## config.mk

```make
export PLATFORM = sky130hd
export DESIGN_NAME = axi_wr_master
export DESIGN_NICKNAME = d
export VERILOG_FILES = /design/src/rtl/axi_pkg.sv /design/src/rtl/axi_burst_len.sv /design/src/rtl/axi_wr_master.sv
export SDC_FILE = /design/constraint.sdc
export NUM_CORES = 1
export LEC_CHECK = 0
export CAP_MARGIN = 25
export CORE_MARGIN = 4
export CORE_UTILIZATION = 35
export DETAILED_ROUTE_END_ITERATION = 10
export GPL_TIMING_DRIVEN = 0
export REMOVE_ABC_BUFFERS = 1
export SYNTH_ARGS = -nofsm -noshare
export SYNTH_HDL_FRONTEND = slang
export SYNTH_SLANG_ARGS = --single-unit
```

## constraint.sdc

```tcl
create_clock -name i_clk -period 8.55 [get_ports i_clk]
set_input_delay 1.71 -clock i_clk [delete_from_list [all_inputs] [get_ports i_clk]]
set_output_delay 1.71 -clock i_clk [all_outputs]
set_load 0.1 [all_outputs]
```

## src/rtl/axi_pkg.sv

```systemverilog
// Shared AXI definitions for the write master: burst encodings, FSM states
// and the 4KB page size that no burst may cross.
package axi_pkg;

    typedef enum logic [1:0] {
        ST_IDLE = 2'd0,
        ST_ADDR = 2'd1,
        ST_DATA = 2'd2,
        ST_RESP = 2'd3
    } state_t;

    localparam logic [1:0] BURST_FIXED = 2'b00;
    localparam logic [1:0] BURST_INCR  = 2'b01;
    localparam logic [1:0] BURST_WRAP  = 2'b10;

    localparam int BOUNDARY_4K = 4096;

endpackage

```

## src/rtl/axi_burst_len.sv

```systemverilog
// Combinational burst sizer: min(remaining beats, MAX_LEN, beats left in the
// current 4KB page starting at the given page offset).
module axi_burst_len
    import axi_pkg::*;
#(
    parameter int DW      = 32,
    parameter int MAX_LEN = 16
) (
    input  logic [11:0] i_addr_ofs,
    input  logic [15:0] i_remaining,
    output logic [15:0] o_beats
);

    localparam int SZ = $clog2(DW / 8);

    logic [12:0] w_bytes_to_4k;
    logic [12:0] w_beats_to_4k;

    // Offset 0 yields a full page (4096 bytes), hence the 13-bit width.
    assign w_bytes_to_4k = 13'(BOUNDARY_4K) - {1'b0, i_addr_ofs};
    assign w_beats_to_4k = w_bytes_to_4k >> SZ;

    always_comb begin
        o_beats = 16'(MAX_LEN);
        if (16'(w_beats_to_4k) < o_beats) o_beats = 16'(w_beats_to_4k);
        if (i_remaining < o_beats)        o_beats = i_remaining;
    end

endmodule

```

## src/rtl/axi_wr_master.sv

```systemverilog
// AXI4 write master: splits a (addr, beats) request into INCR bursts that
// respect MAX_LEN and 4KB pages, one burst outstanding at a time.
module axi_wr_master
    import axi_pkg::*;
#(
    parameter int AW      = 32,
    parameter int DW      = 32,
    parameter int MAX_LEN = 16
) (
    input  logic            i_clk,
    input  logic            i_rst,
    input  logic            i_req_valid,
    output logic            o_req_ready,
    input  logic [AW-1:0]   i_req_addr,
    input  logic [15:0]     i_req_beats,
    input  logic            i_data_valid,
    output logic            o_data_ready,
    input  logic [DW-1:0]   i_data,
    output logic            o_awvalid,
    input  logic            i_awready,
    output logic [AW-1:0]   o_awaddr,
    output logic [7:0]      o_awlen,
    output logic [2:0]      o_awsize,
    output logic [1:0]      o_awburst,
    output logic            o_wvalid,
    input  logic            i_wready,
    output logic [DW-1:0]   o_wdata,
    output logic [DW/8-1:0] o_wstrb,
    output logic            o_wlast,
    input  logic            i_bvalid,
    output logic            o_bready,
    input  logic [1:0]      i_bresp,
    output logic            o_done,
    output logic            o_err,
    output logic [1:0]      o_state
);

    localparam int            SZ        = $clog2(DW / 8);
    localparam logic [AW-1:0] ADDR_MASK = ~AW'(DW / 8 - 1);

    state_t        r_state;
    state_t        w_next;
    logic [AW-1:0] r_addr;
    logic [15:0]   r_remaining;
    logic [15:0]   r_len;
    logic [15:0]   r_beat_cnt;
    logic          r_done;
    logic          r_err;
    logic [15:0]   w_len;
    logic          w_last;
    logic          w_more;
    logic          w_req_hs;
    logic          w_aw_hs;
    logic          w_w_hs;
    logic          w_b_hs;

    axi_burst_len #(
        .DW      (DW),
        .MAX_LEN (MAX_LEN)
    ) u_burst_len (
        .i_addr_ofs  (12'(r_addr)),
        .i_remaining (r_remaining),
        .o_beats     (w_len)
    );

    // Every channel transfers exactly on a clock edge where valid and ready
    // are both high; valids never depend on the matching ready.
    assign w_req_hs = o_req_ready & i_req_valid;
    assign w_aw_hs  = o_awvalid & i_awready;
    assign w_w_hs   = o_wvalid & i_wready;
    assign w_b_hs   = o_bready & i_bvalid;

    assign w_last = (r_beat_cnt == r_len - 16'd1);
    assign w_more = (r_remaining != r_len);

    always_comb begin
        w_next       = r_state;
        o_req_ready  = 1'b0;
        o_awvalid    = 1'b0;
        o_wvalid     = 1'b0;
        o_data_ready = 1'b0;
        o_wlast      = 1'b0;
        o_bready     = 1'b0;
        case (r_state)
            ST_IDLE: begin
                o_req_ready = 1'b1;
                if (i_req_valid && i_req_beats != 16'd0) w_next = ST_ADDR;
            end
            ST_ADDR: begin
                o_awvalid = 1'b1;
                if (i_awready) w_next = ST_DATA;
            end
            ST_DATA: begin
                o_wvalid     = i_data_valid;
                o_data_ready = i_wready;
                o_wlast      = w_last;
                if (i_data_valid && i_wready && w_last) w_next = ST_RESP;
            end
            ST_RESP: begin
                o_bready = 1'b1;
                if (i_bvalid) w_next = w_more ? ST_ADDR : ST_IDLE;
            end
            default: w_next = ST_IDLE;
        endcase
    end

    always_ff @(posedge i_clk or posedge i_rst) begin
        if (i_rst) r_state <= ST_IDLE;
        else       r_state <= w_next;
    end

    always_ff @(posedge i_clk or posedge i_rst) begin
        if (i_rst) begin
            r_addr      <= '0;
            r_remaining <= '0;
            r_len       <= '0;
            r_beat_cnt  <= '0;
            r_done      <= 1'b0;
            r_err       <= 1'b0;
        end else begin
            r_done <= 1'b0;
            if (w_req_hs) begin
                r_addr      <= i_req_addr & ADDR_MASK;
                r_remaining <= i_req_beats;
                r_beat_cnt  <= '0;
                r_err       <= 1'b0;
                if (i_req_beats == 16'd0) r_done <= 1'b1;
            end
            if (w_aw_hs) r_len <= w_len;
            if (w_w_hs)  r_beat_cnt <= w_last ? 16'd0 : r_beat_cnt + 16'd1;
            // Errors are sticky for the request but never stop later bursts.
            if (w_b_hs) begin
                r_addr      <= r_addr + (AW'(r_len) << SZ);
                r_remaining <= r_remaining - r_len;
                if (i_bresp inside {2'b10, 2'b11}) r_err <= 1'b1;
                if (!w_more) r_done <= 1'b1;
            end
        end
    end

    assign o_awaddr  = r_addr;
    assign o_awlen   = 8'(w_len - 16'd1);
    assign o_awsize  = 3'(SZ);
    assign o_awburst = BURST_INCR;
    assign o_wdata   = i_data;
    assign o_wstrb   = '1;
    assign o_done    = r_done;
    assign o_err     = r_err;
    assign o_state   = r_state;

endmodule

```

-- After elaboration in Yosys (flattened, before gate mapping)
Index checks and enable logic that the tools add are counted.
- word-level logic and storage cells: 68
- bits in registers: 84
- input port bits: 89
- output and inout bits: 91
- reductions and logical operators: 10
- add/sub/neg operators: 6
- magnitude comparators: 2
- bitwise logic cells: 4
- equality and inequality tests: 11
- mux-type cells: 28
- operator list (operator ; number):
    $mux 16 ; 6
    $mux 32 ; 2
    $add 32x18->32 ; 1
    $add 16x1->16 const B ; 1
    $eq 16x16->1 ; 1
    $logic_not 16->1 ; 1
    $lt 16x16->1 ; 1
    $ne 16x16->1 ; 1
    $reduce_bool 16->1 ; 1
    $sub 16x1->16 const B ; 1
    $sub 16x16->16 ; 1
    $mux 1 ; 14
    $sub 13x12->13 const A ; 1
    $lt 11x5->1 const B ; 1
    $mux 11 ; 1
    $eq 2x2->1 const B ; 4
    $mux 2 ; 4
    $ne 2x2->1 const B ; 4
    $pmux 2 s4 ; 1
    $sub 8x1->8 const B ; 1
    $reduce_bool 2->1 ; 3
    $and 1x1->1 ; 4
    $reduce_and 4->1 ; 1
    $logic_and 1x1->1 ; 3
    other kinds (2) ; 2

-- Longest topological paths before layout
- word-level depth: 6
- depth in mapped cells: 20
- mapped depth without buffers: 19

-- Hierarchy
Synthesis repeated with hierarchy kept, for this count alone.
- cells, all modules: 858
- area, all modules: 7233.2 um2
- modules (own cells, without submodules) (module ; cells an instance ; times used ; seq. area each (um2) ; area each (um2)):
    axi_wr_master ; 794 ; 1 ; 2052.0 ; 6707.7
    axi_burst_len ; 64 ; 1 ; 0.0 ; 525.5

-- Worst setup path after synthesis
No wires, ideal clock.
- kind: flip-flop to output port
- start point: register r_addr[3] (netlist: o_awaddr[3])
- end point: output o_awlen[6]
- arrival: 7808 ps
- required time: 6840 ps
- stages on the path, launching flop included: 20
- buffers on the path: 1
- slack: -968 ps
- path through: dfrtp_1 > inv_1 > ha_1 > nor3b_1 > mux2i_1 > nor3_2 > nand2_1 > ha_1 > o211ai_1 > a31oi_1 > a211oi_1 > o31ai_1 > clkbuf_1 > mux2i_1 > ha_1 > nand2_1 > nor3_1 > xor2_1 > nor2_1 > a21oi_1
- word-level cells in the longest chain between the ends: 6
- RTL lines (what ; line ; text):
    start: declaration ; axi_wr_master.sv:43 ; logic [AW-1:0] r_addr;
    start signal: assignment ; axi_wr_master.sv:123 ; r_addr <= i_req_addr & ADDR_MASK;
    start signal: assignment ; axi_wr_master.sv:133 ; r_addr <= r_addr + (AW'(r_len) << SZ);
    $sub 13x12->13 * ; axi_burst_len.sv:20 ; assign w_bytes_to_4k = 13'(BOUNDARY_4K) - {1'b0, i_addr_ofs};
    $lt 11x5->1 ; axi_burst_len.sv:25 ; if (16'(w_beats_to_4k) < o_beats) o_beats = 16'(w_beats_to_4k);
    $mux 11 * ; axi_burst_len.sv:25 ;
    $lt 16x16->1 ; axi_burst_len.sv:26 ; if (i_remaining < o_beats) o_beats = i_remaining;
    $mux 16 * ; axi_burst_len.sv:26 ;
    $sub 8x1->8 * ; axi_wr_master.sv:142 ; assign o_awlen = 8'(w_len - 16'd1);
    end: declaration ; axi_wr_master.sv:22 ; output logic [7:0] o_awlen,
Mark *: on every way between the ends. The rest lies on a longest branch, timed or not.

-- Worst setup path in the final report
- start point: register r_addr[2] (netlist: o_awaddr[2])
- end point: output o_awlen[4]
Same word-level chain as after synthesis.

==> summary.txt <==
Route
  • DRC: 0
  • Vias post-DR: 6266
  • Remaining antenna violation count: 0
  • Routed len/inst: about 18 um
  • Detailed Route WL: roughly 21000 um
  • DR iter-0 viols: 530
  • Vias/cell: about 5.4
  • DR pass1 iterations: 5

STA
  • Slew headroom: between 30% and 40%
  • Worst-Margin Slew: roughly 1 ns
  • Highest clock rate: 0.125 GHz
  • Final critical-path share of the clock period: 93.8%
  • RSZ-0062 raised after global routing: false
  • Setup Total Neg Slack: 0 ns
  • Min Tclk post-route: around 8 ns
  • Count of final setup violators: 0
  • Final Max Tran Viols: 0
  • Hold Violations, Final: 0
  • Clock Skew: 0.00556 ns

Setup path
  • CP max stage delay: ~1.1 ns
  • CP arrival: between 6 and 7 ns
  • Critical Path RT: 6.84 ns
  • Reg-to-reg critical path startpoint: o_awaddr[2]
  • Worst setup SP type: flop
  • CP Class: reg2out
  • CP max FO: 21
  • CP most frequent cell: ha_1
  • Reg-to-Reg End: r_len[1]
  • Setup crit end kind: output port
  • Critical path, cell by cell: inv_1 > ha_1 > nor3b_1 > mux2i_1 > nor3_2 > nand2_1 > ha_1 > o211ai_1 > a31oi_1 > a211oi_1 > o31ai_4 > mux2i_1 > ha_1 > nand4_1 > o211ai_1 > o21a_1 > clkdlybuf4s50_1
  • FF-to-FF path depth: 13
  • Worst R2R Setup Slack: 4.18 ns
  • Highest-delay cell along the critical path: clkdlybuf4s50_1

Power and ir drop
  • Clock network power share: 12.4%
  • Comb pwr share: 66.0%
  • Switching pwr: roughly 1.8 mW
  • Pwr Total: ~3.3 mW
  • Leak Pwr: approximately 3.6 nW
  • VDD IR max: 0.325 mV
  • Internal power: around 1.5 mW
  • PD cells: 394 nW/um2
  • Net Sw Frac: 55.2%
  • Share of power burned in registers: ~22%

Floorplanning
  • CORE AREA: 19600 um2
  • Starting density of the core: 35.7%
  • Cell Rows: 51
  • DIE AREA: 22300 um2
  • Die Wd: 149 um
  • Height of the die: 149 um
  • # IOs: 180

Logic synthesis
  • Synth Area in Compound Gates: 21.7%
  • Simple-gate area share of the yosys netlist: 20.4%
  • Mux cell area share after synthesis: 4.09%
  • YS warnings: 0
  • Post-synth EDFFs: 0
  • Area leader, netlist: dfrtp_1
  • Syn avg cell area: 8.39 um2
  • Main combinational cell family by area after synthesis: compound AO/OA/AOI/OAI gates
  • Synth Register Bits: 82
  • Synth Flop Type: dfrtp_1
  • Register area share after synthesis: 29.3%
  • Unique masters post-synth: 73
  • Top-area cell type share of the netlist area: 29.3%
  • Asr flop ratio synth: 100%
  • Adder-cell share of the synthesized area: 9.33%
  • Synthesized cell area: 7000 um2
  • Synth Instances: ~830
  • Top cells by area, synth: dfrtp_1 29%, ha_1 8.8%, buf_4 4.6%, o21ai_0 4.1%, xnor2_1 4.1%
  • Synth Area in XOR/XNOR: approximately 6.1%

Global routing
  • Met1 usage: 26.4%
  • Initial antenna violation count: 0
  • GRT busiest layer: met2
  • Via count of the first global-routing pass: 5941
  • M3 GR Usage: 5.63%
  • GRT Total Usage: roughly a fifth
  • Overflow after GRT: 0
  • Largest net degree at the start of global routing: 51
  • First-pass GRT wire length: 33500 um
  • Grt met2 use: 29.0%

Final layout
  • Net count, final: between 1000 and 1500
  • Most frequent cells in the layout: 100 x clkdlybuf4s50_1, 82 x dfrtp_1, 71 x nand2_1
  • Number of diodes: 0
  • Finished Core Util: 42.5%
  • Commonest non-fill, non-tap cell in the layout: clkdlybuf4s50_1
  • Fillers: 1969
  • Share of layout cells above drive strength 1: under 10%
  • Layout area overhead: 18.8%

Clocking
  • Clk Latency, worst-skew pair: 0.35 ns
  • Clock input transition at the sequential cells of the worst setup and hold paths: 0.06 ns
  • CTS sink cnt: 82
  • CTS tree: done
  • Hold-fix buffers, CTS: 0
  • CTS root buffer: clkbuf_16
  • Post-CTS setup buffers: 0
  • Total CTS buffers: 9
  • H-tree levels: 3
  • CTS Buffer Depth: 2

Placement
  • Final GP Congestion: 0.874
  • Detailed placement HPWL: ~16000 um
  • Buffers on Ports: 101

Min path
  • Hold Path Depth: 1
  • Worst hold start: o_err
  • Hold EP: o_err
  • HP Class: reg2reg

Flow run
  • Max-cap violations: 0

Status
  • Outcome: finished, final reports clean
## per-stage QoR
stage | hold slack [ns] | cells | setup slack, ns | area (um2)
after floorplan | 0.510 | 775 | -1.78 | 6600
after global placement | 0.506 | 1141 | -0.599 | 7940
after detailed placement | 0.495 | 1143 | 0.726 | 8000
after CTS | 0.520 | 1159 | 0.302 | 8310
after global routing | 0.562 | 1160 | 0.199 | 8320
final | 0.516 | 1160 | 0.528 | 8320
## per-layer routing
layer / vias up / wire [um]
met5: - / 0
met4: 0 / 178
met3: 15 / 1360
met2: 178 / 9590
met1: 2992 / 10200
li1: 3081 / -
## what timing repair did
item	CTS	global route
gates resized for setup	0	1
setup endpoints to repair	0	1
hold endpoints to repair	0	0
## layout make-up
type,instances,area (um2),area share [%]
sequential,82,2050,24.7
timing repair buffer,104,1070,12.8
multi-input combinational,650,4400,52.9
clock inverter,6,66.3,0.797
inverter,43,164,1.97
clock buffer,10,239,2.87
tap,265,332,3.99
## critical path, delay by kind of cell, from the launching register on
kind | cells | cell delay [ns]
buf+inv | 2 | 1.26
simple gates | 4 | 1.34
flops | 1 | 0.48
mux | 2 | 0.51
fa+ha+maj | 3 | 0.87
compound gates | 6 | 1.49
## kinds of logic after synthesis
| group | after synthesis |
|---|---|
| and+or+nand+nor | 273 |
| buffers and inverters | 117 |
| adders and majority gates | 51 |
| muxes | 28 |
| other | 2 |
| xor gates and xnor gates | 49 |
| DFF | 82 |
| AOI/OAI and AO/OA | 232 |
## Yosys cell counts (all sizes together), types with 5 or more instances
cell    number
o22ai       12
nand2       71
buf         48
nor4        13
nor3b       12
o211ai       5
a21oi       50
nor2b        8
and2        10
inv         43
nand2b       9
o21bai       5
o31ai        6
o21ai       60
mux2         5
nand3       14
a21o        18
and3        26
or2          6
ha          49
nand4       14
xnor2       33
xor2        16
dfrtp       82
clkbuf      26
mux2i       23
nor3        21
a211oi      26
o21a         6
nor2        57
## power groups by stage
stage          clock (mW)  combinational [mW]  sequential [mW]
3_3_place_gp            0                2.13            0.712
4_1_cts             0.413                2.17            0.706
3_5_place_dp            0                2.16            0.713
2_1_floorplan           0                1.14             1.20
6_report            0.405                2.16            0.708
5_1_grt             0.431                2.33            0.732
## state kept, by name, summed over array words and instances (netlist names)
register	cells
o_awaddr	30
r_beat_cnt	16
r_len	16
r_remaining	16
o_state	2
o_done	1
o_err	1
## how the worst max path moves through the flow
stage | start | end | depth (start not counted)
final | o_awaddr[2] | o_awlen[4] | 17
after global routing | o_awaddr[2] | o_awlen[4] | 17
after CTS | o_awaddr[2] | o_awlen[6] | 19
after detailed placement | o_awaddr[2] | o_awlen[6] | 19
after global placement | o_awaddr[2] | o_awlen[6] | 19
after floorplan | o_awaddr[3] | o_awlen[6] | 18
Note: power is estimated with default switching activity, not from simulation.
